==> config.mk <==
export PLATFORM = sky130hd
export DESIGN_NAME = r22_sdf_stage_ctrl
export DESIGN_NICKNAME = d
export VERILOG_FILES = /design/src/rtl/r22_sdf_stage_ctrl.sv
export SDC_FILE = /design/constraint.sdc
export NUM_CORES = 1
export LEC_CHECK = 0
export ABC_AREA = 1
export BUFFER_PORTS_ARGS = -buffer_cell sky130_fd_sc_hd__buf_2
export CAP_MARGIN = 15
export CORE_ASPECT_RATIO = 1.75
export CORE_UTILIZATION = 59
export DETAILED_ROUTE_END_ITERATION = 8
export PLACE_DENSITY = 0.79
export SLEW_MARGIN = 20
export SYNTH_ARGS = -nofsm -noshare
export SYNTH_HDL_FRONTEND = slang
export SYNTH_SLANG_ARGS = --single-unit
==> constraint.sdc <==
create_clock -name i_clk -period 2.47 [get_ports i_clk]
set_clock_uncertainty 0.2 [all_clocks]
set_input_delay 0.1235 -clock i_clk [delete_from_list [all_inputs] [get_ports i_clk]]
set_output_delay 0.1235 -clock i_clk [all_outputs]
set_load 0.01 [all_outputs]
==> src/rtl/r22_sdf_stage_ctrl.sv <==
// Sequencing controller for one radix-2^2 SDF stage pair (BF2I -> BF2II -> twiddle).
// Decodes are combinational from the registered counters and the sample presented this cycle.
module r22_sdf_stage_ctrl #(
   parameter int LOG2N = 6,
   parameter int STAGE = 0
) (
   input  logic             i_clk,
   input  logic             i_rst,
   input  logic             i_valid,
   input  logic             i_sync,
   input  logic             i_flush,
   output logic             o_bf1_ctrl,
   output logic             o_bf2_ctrl,
   output logic             o_bf2_conj,
   output logic [LOG2N-1:0] o_tw_addr,
   output logic             o_out_valid,
   output logic             o_frame_done
);

   localparam int B1 = LOG2N - 2 * STAGE - 1;
   localparam int B2 = B1 - 1;
   localparam int FW = B1 + 1;

   localparam logic [1:0] FILL1 = 2'd0;
   localparam logic [1:0] FILL2 = 2'd1;
   localparam logic [1:0] RUN   = 2'd2;

   localparam logic [FW-1:0]    L1_LAST   = FW'((1 << B1) - 1);
   localparam logic [FW-1:0]    L2_LAST   = FW'((1 << B2) - 1);
   localparam logic [FW-1:0]    FILL_ZERO = {FW{1'b0}};
   localparam logic [FW-1:0]    FILL_ONE  = FW'(1);
   localparam logic [LOG2N-1:0] CNT_ZERO  = {LOG2N{1'b0}};
   localparam logic [LOG2N-1:0] CNT_ONE   = LOG2N'(1);
   localparam logic [LOG2N-1:0] CNT_LAST  = {LOG2N{1'b1}};
   localparam logic [LOG2N-1:0] M_MASK    = LOG2N'((1 << B2) - 1);

   logic [LOG2N-1:0] cnt1_r, cnt2_r, cnt3_r;
   logic [FW-1:0]    fill_r;
   logic [1:0]       state_r;
   logic             tail_r;
   logic             done_r;

   logic             adv_s, restart_s, run_s, fill1_s;
   logic [LOG2N-1:0] cnt1_s, cnt2_s, cnt3_s;
   logic [LOG2N-1:0] cnt1_nx_s, cnt2_nx_s, cnt3_nx_s;
   logic [FW-1:0]    fill_s, fill_nx_s;
   logic [1:0]       state_s, state_nx_s;
   logic [LOG2N-1:0] m_s;
   logic [1:0]       q_s;
   logic [LOG2N+1:0] prod_s;

   // Effective state for the sample being presented; a sync sample is index 0 of a fresh fill.
   always_comb begin
      adv_s     = i_valid | i_flush;
      restart_s = i_valid & i_sync;
      if (restart_s) begin
         state_s = FILL1;
         fill_s  = FILL_ZERO;
         cnt1_s  = CNT_ZERO;
         cnt2_s  = CNT_ZERO;
         cnt3_s  = CNT_ZERO;
      end else begin
         state_s = state_r;
         fill_s  = fill_r;
         cnt1_s  = cnt1_r;
         cnt2_s  = cnt2_r;
         cnt3_s  = cnt3_r;
      end
      run_s   = (state_s == RUN);
      fill1_s = (state_s == FILL1);
   end

   // Next counter and fill-state values, committed only on an advance.
   always_comb begin
      cnt1_nx_s = cnt1_s + CNT_ONE;
      if (fill1_s) begin
         cnt2_nx_s = CNT_ZERO;
      end else begin
         cnt2_nx_s = cnt2_s + CNT_ONE;
      end
      if (run_s) begin
         cnt3_nx_s = cnt3_s + CNT_ONE;
      end else begin
         cnt3_nx_s = CNT_ZERO;
      end
      state_nx_s = state_s;
      fill_nx_s  = fill_s;
      case (state_s)
         FILL1: begin
            if (fill_s == L1_LAST) begin
               state_nx_s = FILL2;
               fill_nx_s  = FILL_ZERO;
            end else begin
               fill_nx_s = fill_s + FILL_ONE;
            end
         end
         FILL2: begin
            if (fill_s == L2_LAST) begin
               state_nx_s = RUN;
               fill_nx_s  = FILL_ZERO;
            end else begin
               fill_nx_s = fill_s + FILL_ONE;
            end
         end
         RUN: begin
            state_nx_s = RUN;
            fill_nx_s  = fill_s;
         end
         default: begin
            state_nx_s = FILL1;
            fill_nx_s  = FILL_ZERO;
         end
      endcase
   end

   // Quarter order 0,2,1,3 falls out of reading {cnt3[b2], cnt3[b1]} as a 2-bit number.
   always_comb begin
      m_s    = cnt3_s & M_MASK;
      q_s    = {cnt3_s[B2], cnt3_s[B1]};
      prod_s = {2'b00, m_s} * {{LOG2N{1'b0}}, q_s};
      o_bf1_ctrl = cnt1_s[B1];
      if (fill1_s) begin
         o_bf2_ctrl = 1'b0;
         o_bf2_conj = 1'b0;
      end else begin
         o_bf2_ctrl = cnt2_s[B2];
         o_bf2_conj = cnt2_s[B1] & cnt2_s[B2];
      end
      if (run_s) begin
         o_tw_addr = LOG2N'(prod_s << (2 * STAGE));
      end else begin
         o_tw_addr = CNT_ZERO;
      end
      o_out_valid = adv_s & run_s & ~(tail_r & ~i_valid);
   end

   // Sequencing state, flush-tail flag and the frame-done pulse.
   always_ff @(posedge i_clk or posedge i_rst) begin
      if (i_rst) begin
         cnt1_r  <= CNT_ZERO;
         cnt2_r  <= CNT_ZERO;
         cnt3_r  <= CNT_ZERO;
         fill_r  <= FILL_ZERO;
         state_r <= FILL1;
         tail_r  <= 1'b0;
         done_r  <= 1'b0;
      end else begin
         if (adv_s) begin
            cnt1_r  <= cnt1_nx_s;
            cnt2_r  <= cnt2_nx_s;
            cnt3_r  <= cnt3_nx_s;
            fill_r  <= fill_nx_s;
            state_r <= state_nx_s;
            if (i_valid) begin
               tail_r <= 1'b0;
            end else if (run_s) begin
               tail_r <= 1'b1;
            end else begin
               tail_r <= tail_r;
            end
         end
         done_r <= adv_s & run_s & (cnt3_s == CNT_LAST);
      end
   end

   assign o_frame_done = done_r;

endmodule

==> run_results.csv, run 1 <==
group,metric,value,unit
synth,yosys-top-cells-area,"dfrtp_1, nand2_1, inv_1, nor2_1, ha_1",
synth,yosysWarnings,0,
route,firstDrtPassIters,5,
clock_network,root_buffer,"clkbuf_8",
setup_path,r2r-end,"state_r[0]$_DFFE_PP0N_",
timing,relSlewSlack,66.3,%
route,wl,3950,um
grt,grt_overflow,0,
synth,synth_top_area_share,38.2,%
die,core,0.00293,mm2
setup_path,cp_slowest_cell,"dfrtp_1",
synth,syn-num-nets,255,
synth,syn_inst,242,
synth,async_flop_share,100,%
final_layout,stdcell_area,0.00203,mm2
setup_path,critPathLaunchType,"flop",
setup_path,reg2reg_slack,560,ps
placement,place.gp.congestion,0.826,
synth,ys_ff_latch,28,
clock_network,clk_pin_slew,90,ps
die,die_x,44.1,um
timing,layout_min_cycle_time,2340,ps
route,viasPerCell,5.66,
clock_network,clk_latency,270,ps
final_layout,fill_cells,261,
setup_path,cp_top_family,"flip-flops",
final_layout,final_util,69.3,%
timing,hold_violations,0,
synth,synth_area_per_cell,7.57,um2
synth,dominantRegCellSynth,"dfrtp_1",
route,wl_per_cell,13.6,um
grt,antenna_found_initial,0,
clock_network,cts_tree,"yes",
setup_path,crit_top_cell,"nor2_1",
die,die-area,0.00334,mm2
clock_network,postCtsSetupBuffers,0,
timing,rsz0062_at_grt,"no",
final_layout,fin_cells,290,
die,die_y,75.7,um
power_and_ir_drop,powerDensity,561,mW/mm2
grt,grt_max_degree,26,
synth,synth_cell_types,32,
clock_network,cts.sinks,28,
route,drc,0,
power_and_ir_drop,p_sw_share,28.6,%
setup_path,path_cells,"inv_1 -> nor2_1 -> inv_2 -> nor2_2 -> ha_1 -> a21o_1 -> a21oi_1 -> xor2_1 -> nor2_1 -> buf_2",
power_and_ir_drop,p_int,0.000814,W
placement,portBuffers,15,
synth,syn_area,0.00183,mm2
die,initial_utilization,62.6,%
setup_path,slowest_delay,370,ps
timing,whs,72.5,ps
final_layout,diodes,0,
setup_path,crit_buf_inv,3,
timing,fin_crit_sh,94.6,%
setup_path,cp.arrival,2010,ps
setup_path,crit_end,"o_tw_addr[4]",
placement,place_area,0.00193,mm2
die,ios,16,
setup_path,cp.depth,10,
synth,yosys.area.top_type,"dfrtp_1",
setup_path,rr_startpoint,"fill_r[0]$_DFFE_PP0N_",
clock_network,cts_buffer_depth,2,
run,cap_violations,0,
final_layout,nets,276,
grt,grt_pass1_wl,6710,um
placement,dpl.cell_count,284,
power_and_ir_drop,peakVddDrop,408,uV
setup_path,critical_path.startpoint,"cnt3_r[5]$_DFFE_PP0N_",
power_and_ir_drop,power.switching,0.000325,W
power_and_ir_drop,p_clk_share,31.6,%
final_layout,final_layout_size_suffix_gt1_share,17.2,%
min_path,hold_class,"in2async",
setup_path,cp-end-kind,"primary output",
timing,setup_viol,0,
setup_path,cp.required,2150,ps
timing,worstMarginPinSlew,505,ps
synth,synthTopCellsByCount,"nand2_1, inv_1, dfrtp_1",
die,fp-row-count,26,
route,ant_nets,0,
grt,track_usage,27.1,%
route,drtIter0Drc,73,
setup_path,crit_type,"reg2out",
synth,yosysSeqAreaShare,38.2,%
placement,dpl.hpwl,2850,um
final_layout,seq_area,701,um2
timing,setup_tns,0,ps
run_status,status,"finished clean",
clock_network,ctsHtreeMaxLevel,1,
power_and_ir_drop,leakagePower,1.02,nW
power_and_ir_drop,comb_power_share,19.6,%
synth,yosysMostFrequentCell,"nand2_1",
power_and_ir_drop,pwr-share-seq,48.8,%
final_layout,multi_input_area,973,um2
clock_network,cts_made_buffers,3,
final_layout,area_delta_synth_final,10.7,%
synth,synth-edff-count,0,
grt,grt_pass1_vias,1555,
timing,max_freq,428,MHz
setup_path,reg2reg_depth,10,
setup_path,worstPathMaxFanout,5,
route,via_count,1641,
timing,finalMaxSlewViolations,0,
-- through the flow --
stage | setup WS, ps | power, W
after floorplan | 528 | 0.000735
after global placement | 371 | 0.000775
after detailed placement | 310 | 0.000782
after CTS | 49.0 | 0.00115
after global routing | 16.9 | 0.00120
final | 133 | 0.00114
-- power groups by stage --
stage	sequential (W)	clock (W)	combinational, W
2_1_floorplan	0.000553	0	0.000182
3_3_place_gp	0.000560	0	0.000215
3_5_place_dp	0.000562	0	0.000220
4_1_cts	0.000554	0.000366	0.000226
5_1_grt	0.000563	0.000382	0.000255
6_report	0.000556	0.000360	0.000223
-- worst min-delay path by stage --
| stage | start | endpoint | slack (ps) |
|---|---|---|---|
| 4_1_cts | i_rst | o_frame_done$_DFF_PP0_ | 60 |
| 6_report | i_rst | o_frame_done$_DFF_PP0_ | 70 |
| 2_1_floorplan | i_rst | cnt1_r[0]$_DFFE_PP0N_ | -10 |
| 3_3_place_gp | i_rst | cnt3_r[3]$_DFFE_PP0N_ | -200 |
| 5_1_grt | i_rst | cnt3_r[4]$_DFFE_PP0N_ | 120 |
| 3_5_place_dp | i_rst | o_frame_done$_DFF_PP0_ | -180 |
-- cell type report --
type                    count  share of cell area [%]
well taps                  28                    1.73
repair buffers             20                    5.80
multi-input cells         175                    48.0
flip-flops and latches     28                    34.5
inverters                  35                    6.47
clock buffers               3                    2.03
clock inverters             1                    1.48
-- worst reg2reg max path, delay by kind of cell (launching register included) --
family	cells	cell delay [ps]
AOI/OAI and AO/OA	2	160
DFF	1	380
adders and majority gates	1	210
buffers and inverters	1	90
and+or+nand+nor	6	740
-- layer usage --
| layer | global-route usage, % | vias up | wire [um] |
|---|---|---|---|
| met4 | 13.1 | 0 | 118 |
| met2 | 50.3 | 57 | 2190 |
| met1 | 30.0 | 757 | 1490 |
| li1 | - | 812 | - |
| met3 | 2.61 | 15 | 156 |
| met5 | 0 | - | 0 |
-- logic make-up (layout without fill, tap and decap cells) --
kind of cell | after synthesis | after routing | share of synthesized area [%]
buf+inv | 39 | 59 | 9.08
flops | 28 | 28 | 38.2
xor+xnor | 8 | 8 | 3.82
fa+ha+maj | 8 | 8 | 5.87
compound gates | 31 | 31 | 9.42
simple gates | 128 | 128 | 33.6
-- state kept, by name, summed over array words and instances (netlist names) --
signal and flops:
cnt3_r 6, fill_r 6, tail_r 1, cnt2_r 6, state_r 2, o_frame_done 1, cnt1_r 6
-- timing repair --
action / CTS / global route
hold endpoints to repair: 29 / 0
hold buffers: 2 / 0
gates resized for setup: 0 / 4
setup endpoints to repair: 0 / 4
-- layout by cell type, fill, tap and decap left out, types with 3 or more instances in the layout --
cell | Yosys | layout
clkbuf_8 | 0 | 3
nand2_1 | 61 | 60
o21ai_0 | 12 | 12
buf_4 | 0 | 3
nor2_2 | 2 | 4
nand3_1 | 16 | 16
nor2_1 | 27 | 25
xnor2_1 | 3 | 3
nand2_2 | 5 | 6
buf_2 | 1 | 15
o22ai_1 | 5 | 5
inv_2 | 2 | 3
dfrtp_1 | 28 | 28
nor2_4 | 3 | 3
inv_1 | 33 | 32
xor2_1 | 5 | 5
a21oi_1 | 8 | 8
nor3_4 | 3 | 3
nand4_1 | 5 | 5
ha_1 | 7 | 7
(Power assumes the default switching activity.)
==> run 2, diff against run 1 <==
--- a/config.mk
+++ b/config.mk
@@ -9,9 +9,10 @@
 export BUFFER_PORTS_ARGS = -buffer_cell sky130_fd_sc_hd__buf_2
 export CAP_MARGIN = 15
 export CORE_ASPECT_RATIO = 1.75
-export CORE_UTILIZATION = 59
+export CORE_UTILIZATION = 60
+export CTS_BUF_LIST = sky130_fd_sc_hd__clkbuf_4
 export DETAILED_ROUTE_END_ITERATION = 8
-export PLACE_DENSITY = 0.79
+export PLACE_DENSITY = 0.8
 export SLEW_MARGIN = 20
 export SYNTH_ARGS = -nofsm -noshare
 export SYNTH_HDL_FRONTEND = slang
==> run 2 against run 1 <==
Effect of this change: the run now ends with design-rule violations left; die area is 1.6% lower; non-clock buffer count is 2 higher; final cell count is 0.69% higher; register-to-register slack better by 50 ps; critical path depth stayed put.
==> run_results.csv, run 2 (synthesized netlist as in run 1, its figures left out) <==
group,metric,value,unit
clock_network,cts_tree,"yes",
grt,antenna_found_initial,0,
final_layout,nets,278,
final_layout,fill_cells,258,
timing,fin_crit_sh,95.9,%
die,die-area,0.00329,mm2
route,via_count,1626,
die,die_x,43.8,um
timing,hold_violations,0,
die,core,0.00293,mm2
power_and_ir_drop,peakVddDrop,448,uV
min_path,hold_class,"in2reg",
grt,grt_overflow,0,
timing,finalMaxSlewViolations,0,
grt,track_usage,26.8,%
timing,relSlewSlack,66.2,%
grt,grt_pass1_vias,1593,
placement,place.gp.congestion,0.893,
setup_path,cp.required,2150,ps
run,cap_violations,0,
run_status,violations,"design-rule violations",
setup_path,crit_type,"reg2out",
timing,setup_viol,0,
final_layout,layout_commonest_cell,"nand2_1",
placement,place_area,0.00193,mm2
run_status,status,"finished, violations left",
final_layout,seq_area,701,um2
clock_network,cts_made_buffers,3,
route,wl_per_cell,13.2,um
clock_network,ctsHtreeMaxLevel,1,
clock_network,cts_buffer_depth,2,
setup_path,cp_slowest_cell,"dfrtp_1",
placement,dpl.hpwl,2880,um
route,viasPerCell,5.57,
die,fp-row-count,26,
final_layout,final_layout_size_suffix_gt1_share,18.9,%
final_layout,multi_input_area,978,um2
timing,layout_min_cycle_time,2370,ps
timing,worstMarginPinSlew,506,ps
grt,grt_max_degree,29,
route,wl,3870,um
clock_network,clk_pin_slew,150,ps
clock_network,clk_latency,320,ps
power_and_ir_drop,powerDensity,482,mW/mm2
die,die_y,75.1,um
placement,portBuffers,15,
timing,max_freq,422,MHz
timing,whs,62.4,ps
clock_network,root_buffer,"clkbuf_4",
grt,grt_pass1_wl,6650,um
power_and_ir_drop,leakagePower,1.01,nW
die,initial_utilization,62.6,%
setup_path,reg2reg_slack,610,ps
route,drc,1,
setup_path,critPathLaunchType,"flop",
setup_path,cp.arrival,2050,ps
timing,rsz0062_at_grt,"no",
route,firstDrtPassIters,7,
clock_network,cts.sinks,28,
setup_path,path_cells,"inv_2 -> nor2_2 -> inv_2 -> nor2_2 -> ha_1 -> a21o_1 -> a21oi_1 -> xor2_1 -> nor2_1 -> buf_2",
setup_path,worstPathMaxFanout,5,
setup_path,cp-end-kind,"primary output",
placement,dpl.cell_count,284,
setup_path,slowest_delay,410,ps
final_layout,final_cell_mix,"nand2_1, inv_1, dfrtp_1",
route,ant_nets,0,
final_layout,diodes,0,
final_layout,area_delta_synth_final,9.35,%
final_layout,stdcell_area,0.00200,mm2
final_layout,fin_cells,292,
die,ios,16,
timing,setup_tns,0,ps
route,drtIter0Drc,71,
run 2: what timing repair did:
action                                 in CTS  in global routing
setup buffers                               0                  2
resized for setup                           0                  8
hold buffers                                2                  0
setup endpoints to repair                   0                  4
endpoints found under the hold margin      29                  0
run 2: per-stage QoR:
| stage | power [W] | setup slack, ps | util (%) |
|---|---|---|---|
| 3_5_place_dp | 0.000783 | 305 | 65.9 |
| 5_1_grt | 0.00103 | 3.49 | 68.5 |
| 3_3_place_gp | 0.000775 | 377 | 65.9 |
| 2_1_floorplan | 0.000735 | 528 | - |
| 6_report | 0.000966 | 101 | 68.5 |
| 4_1_cts | 0.000971 | 13.4 | 67.5 |
run 2: area by class of cell:
| cell class | instances | share of cell area, % |
|---|---|---|
| flip-flops and latches | 28 | 35.0 |
| repair buffers | 22 | 6.62 |
| clock buffers | 3 | 1.12 |
| well taps | 28 | 1.75 |
| multi-input cells | 175 | 48.8 |
| inverters | 35 | 6.55 |
| clock inverters | 1 | 0.187 |
run 2: power breakdown:
part | leakage [nW] | switching [W] | total [W] | internal (W)
clock | 0.0154 | 0.000132 | 0.000191 | 0.0000591
sequential | 0.378 | 0.0000411 | 0.000553 | 0.000512
combinational | 0.617 | 0.000137 | 0.000222 | 0.0000847
total | 1.01 | 0.000310 | 0.000966 | 0.000656
run 2: worst paths after layout:
kind / start / to / depth (start not counted)
min in group asynchronous: i_rst / cnt1_r[5]$_DFFE_PP0N_ / 4
worst max-delay path: cnt3_r[5]$_DFFE_PP0N_ / o_tw_addr[4] / 10
worst min-delay path: i_sync / cnt3_r[4]$_DFFE_PP0N_ / 6
max in group asynchronous: i_rst / state_r[0]$_DFFE_PP0N_ / 4
worst min register to register: cnt1_r[0]$_DFFE_PP0N_ / cnt1_r[0]$_DFFE_PP0N_ / 2
worst max register to register: fill_r[1]$_DFFE_PP0N_ / state_r[0]$_DFFE_PP0N_ / 10
run 2: per-layer routing:
layer	track usage (%)	up-vias	share of wire, %
met5	0	-	0
met4	11.5	0	1.9
met3	1.92	6	2.4
met2	51.1	34	55
met1	29.6	764	40
li1	-	822	-
run 2: worst max-delay path, delay by kind of cell (launching register included):
kind / cells / cell delay (ps)
AOI/OAI and AO/OA: 2 / 330
xor gates and xnor gates: 1 / 170
adders and majority gates: 1 / 240
buffers and inverters: 3 / 270
DFF: 1 / 410
and+or+nand+nor: 3 / 300
==> run 3, diff against run 2 <==
--- a/config.mk
+++ b/config.mk
@@ -13,6 +13,7 @@
 export CTS_BUF_LIST = sky130_fd_sc_hd__clkbuf_4
 export DETAILED_ROUTE_END_ITERATION = 8
 export PLACE_DENSITY = 0.8
+export SKIP_CTS_REPAIR_TIMING = 1
 export SLEW_MARGIN = 20
 export SYNTH_ARGS = -nofsm -noshare
 export SYNTH_HDL_FRONTEND = slang
==> constraint.sdc (replaced) <==
create_clock -name i_clk -period 2.47 [get_ports i_clk]
set_clock_uncertainty 0.2 [all_clocks]
set_input_delay 0.494 -clock i_clk [delete_from_list [all_inputs] [get_ports i_clk]]
set_output_delay 0.494 -clock i_clk [all_outputs]
set_load 0.01 [all_outputs]
==> run 3 against run 2 <==
Effect of this change: the flow finishes with violations (negative hold slack, negative setup slack); routed wire length grew 2.9%; hold slack got worse by 63 ps; final area grew 9.2%; sequential power hardly changed; clock power grew 2%; die area is the same.
==> run_results.csv, run 3 (synthesized netlist as in run 1, its figures left out) <==
group,metric,value,unit
route,drtIter0Drc,52,
final_layout,fill_cells,225,
power_and_ir_drop,powerDensity,447,mW/mm2
final_layout,nets,289,
die,die_y,75.1,um
placement,portBuffers,15,
die,initial_utilization,62.6,%
timing,max_freq,378,MHz
die,fp-row-count,26,
setup_path,slowest_delay,400,ps
setup_path,cp.required,1780,ps
grt,grt_max_degree,29,
setup_path,crit_type,"reg2out",
setup_path,path_cells,"inv_2 -> nor2_4 -> inv_4 -> nor2_4 -> ha_4 -> a21o_1 -> a21oi_2 -> xor2_1 -> nor2_1 -> buf_2",
die,die-area,0.00329,mm2
die,die_x,43.8,um
timing,setup_tns,-668,ps
final_layout,area_delta_synth_final,19.4,%
timing,worstMarginPinSlew,365,ps
clock_network,ctsHtreeMaxLevel,1,
grt,antenna_found_initial,0,
die,core,0.00293,mm2
grt,track_usage,26.4,%
final_layout,final_util,74.7,%
setup_path,cp_slowest_cell,"dfrtp_1",
final_layout,layout_commonest_cell,"nand2_1",
placement,place_area,0.00211,mm2
run_status,status,"finished, violations left",
clock_network,clk_latency,330,ps
timing,fin_ws,-176,ps
placement,dpl.hpwl,3050,um
power_and_ir_drop,peakVddDrop,350,uV
clock_network,clk_pin_slew,150,ps
placement,place.gp.congestion,0.860,
timing,setup_viol,4,
run_status,violations,"negative hold slack, negative setup slack",
timing,fin_crit_sh,107,%
clock_network,cts_buffer_depth,2,
route,via_count,1690,
route,drc,0,
clock_network,cts_tree,"yes",
setup_path,worstPathMaxFanout,4,
route,wl,3980,um
final_layout,final_cell_mix,"nand2_1, inv_1, dfrtp_1",
timing,hold_violations,2,
setup_path,crit_top_cell,"nor2_4",
timing,rsz0062_at_grt,"yes",
grt,grt_pass1_wl,6530,um
setup_path,critPathLaunchType,"flop",
route,firstDrtPassIters,4,
timing,whs,-0.155,ps
route,ant_nets,0,
grt,grt_pass1_vias,1592,
route,wl_per_cell,13.1,um
min_path,hold_class,"in2async",
run,cap_violations,0,
timing,finalMaxSlewViolations,0,
die,ios,16,
final_layout,final_layout_size_suffix_gt1_share,26.2,%
clock_network,root_buffer,"clkbuf_4",
timing,layout_min_cycle_time,2650,ps
power_and_ir_drop,leakagePower,1.09,nW
route,viasPerCell,5.58,
setup_path,cp.arrival,1950,ps
timing,relSlewSlack,75.7,%
clock_network,cts_made_buffers,3,
grt,grt_overflow,0,
final_layout,diodes,0,
final_layout,stdcell_area,0.00219,mm2
clock_network,cts.sinks,28,
setup_path,cp-end-kind,"primary output",
-- run 3: final cells by class --
cell class	count	area, um2	share of cell area, %
clock buffer	3	22.5	1.03
sequential	28	701	32.0
clock inverter	1	3.75	0.172
inverter	35	141	6.46
timing repair buffer	33	214	9.78
multi-input combinational	175	1070	48.9
tap	28	35.0	1.60
-- run 3: final timing paths --
check	startpoint	end	slack (ps)	cells past startpoint
setup / recovery	cnt3_r[5]$_DFFE_PP0N_	o_tw_addr[4]	-180	10
min in group i_clk	cnt1_r[0]$_DFFE_PP0N_	cnt1_r[0]$_DFFE_PP0N_	320	2
hold reg to reg	cnt1_r[0]$_DFFE_PP0N_	cnt1_r[0]$_DFFE_PP0N_	320	2
setup reg to reg	fill_r[0]$_DFFE_PP0N_	fill_r[5]$_DFFE_PP0N_	580	10
hold / removal	i_rst	cnt2_r[0]$_DFFE_PP0N_	-0.2	3
max in group asynchronous	i_rst	fill_r[5]$_DFFE_PP0N_	1800	3
-- run 3: stage by stage --
step	setup WS (ps)	std cells	power (W)
floorplan	-7.69	242	0.000739
global placement	-124	298	0.000788
detailed placement	-171	298	0.000793
CTS	-288	302	0.000984
global route	-260	303	0.00103
finish	-176	303	0.000977
-- run 3: critical path, delay by kind of cell (launching register included) --
family,cells,cell delay (ps)
AO/OA/AOI/OAI,2,300
XOR/XNOR,1,160
adder cells (fa/ha/maj),1,210
buffers and inverters,3,260
flip-flops,1,400
AND/OR/NAND/NOR,3,280
-- run 3: layer usage --
metal | vias to the layer above | share of wire (%) | GRT usage, %
li1 | 842 | - | -
met1 | 786 | 39 | 28.3
met2 | 50 | 55 | 49.6
met3 | 12 | 3.0 | 3.36
met4 | 0 | 2.8 | 12.2
met5 | - | 0 | 0
-- run 3: report_power, final --
group	switching (W)	internal, W	leakage (nW)
Combinational	0.000139	0.0000893	0.692
Sequential	0.0000409	0.000512	0.378
Clock	0.000136	0.0000594	0.0154
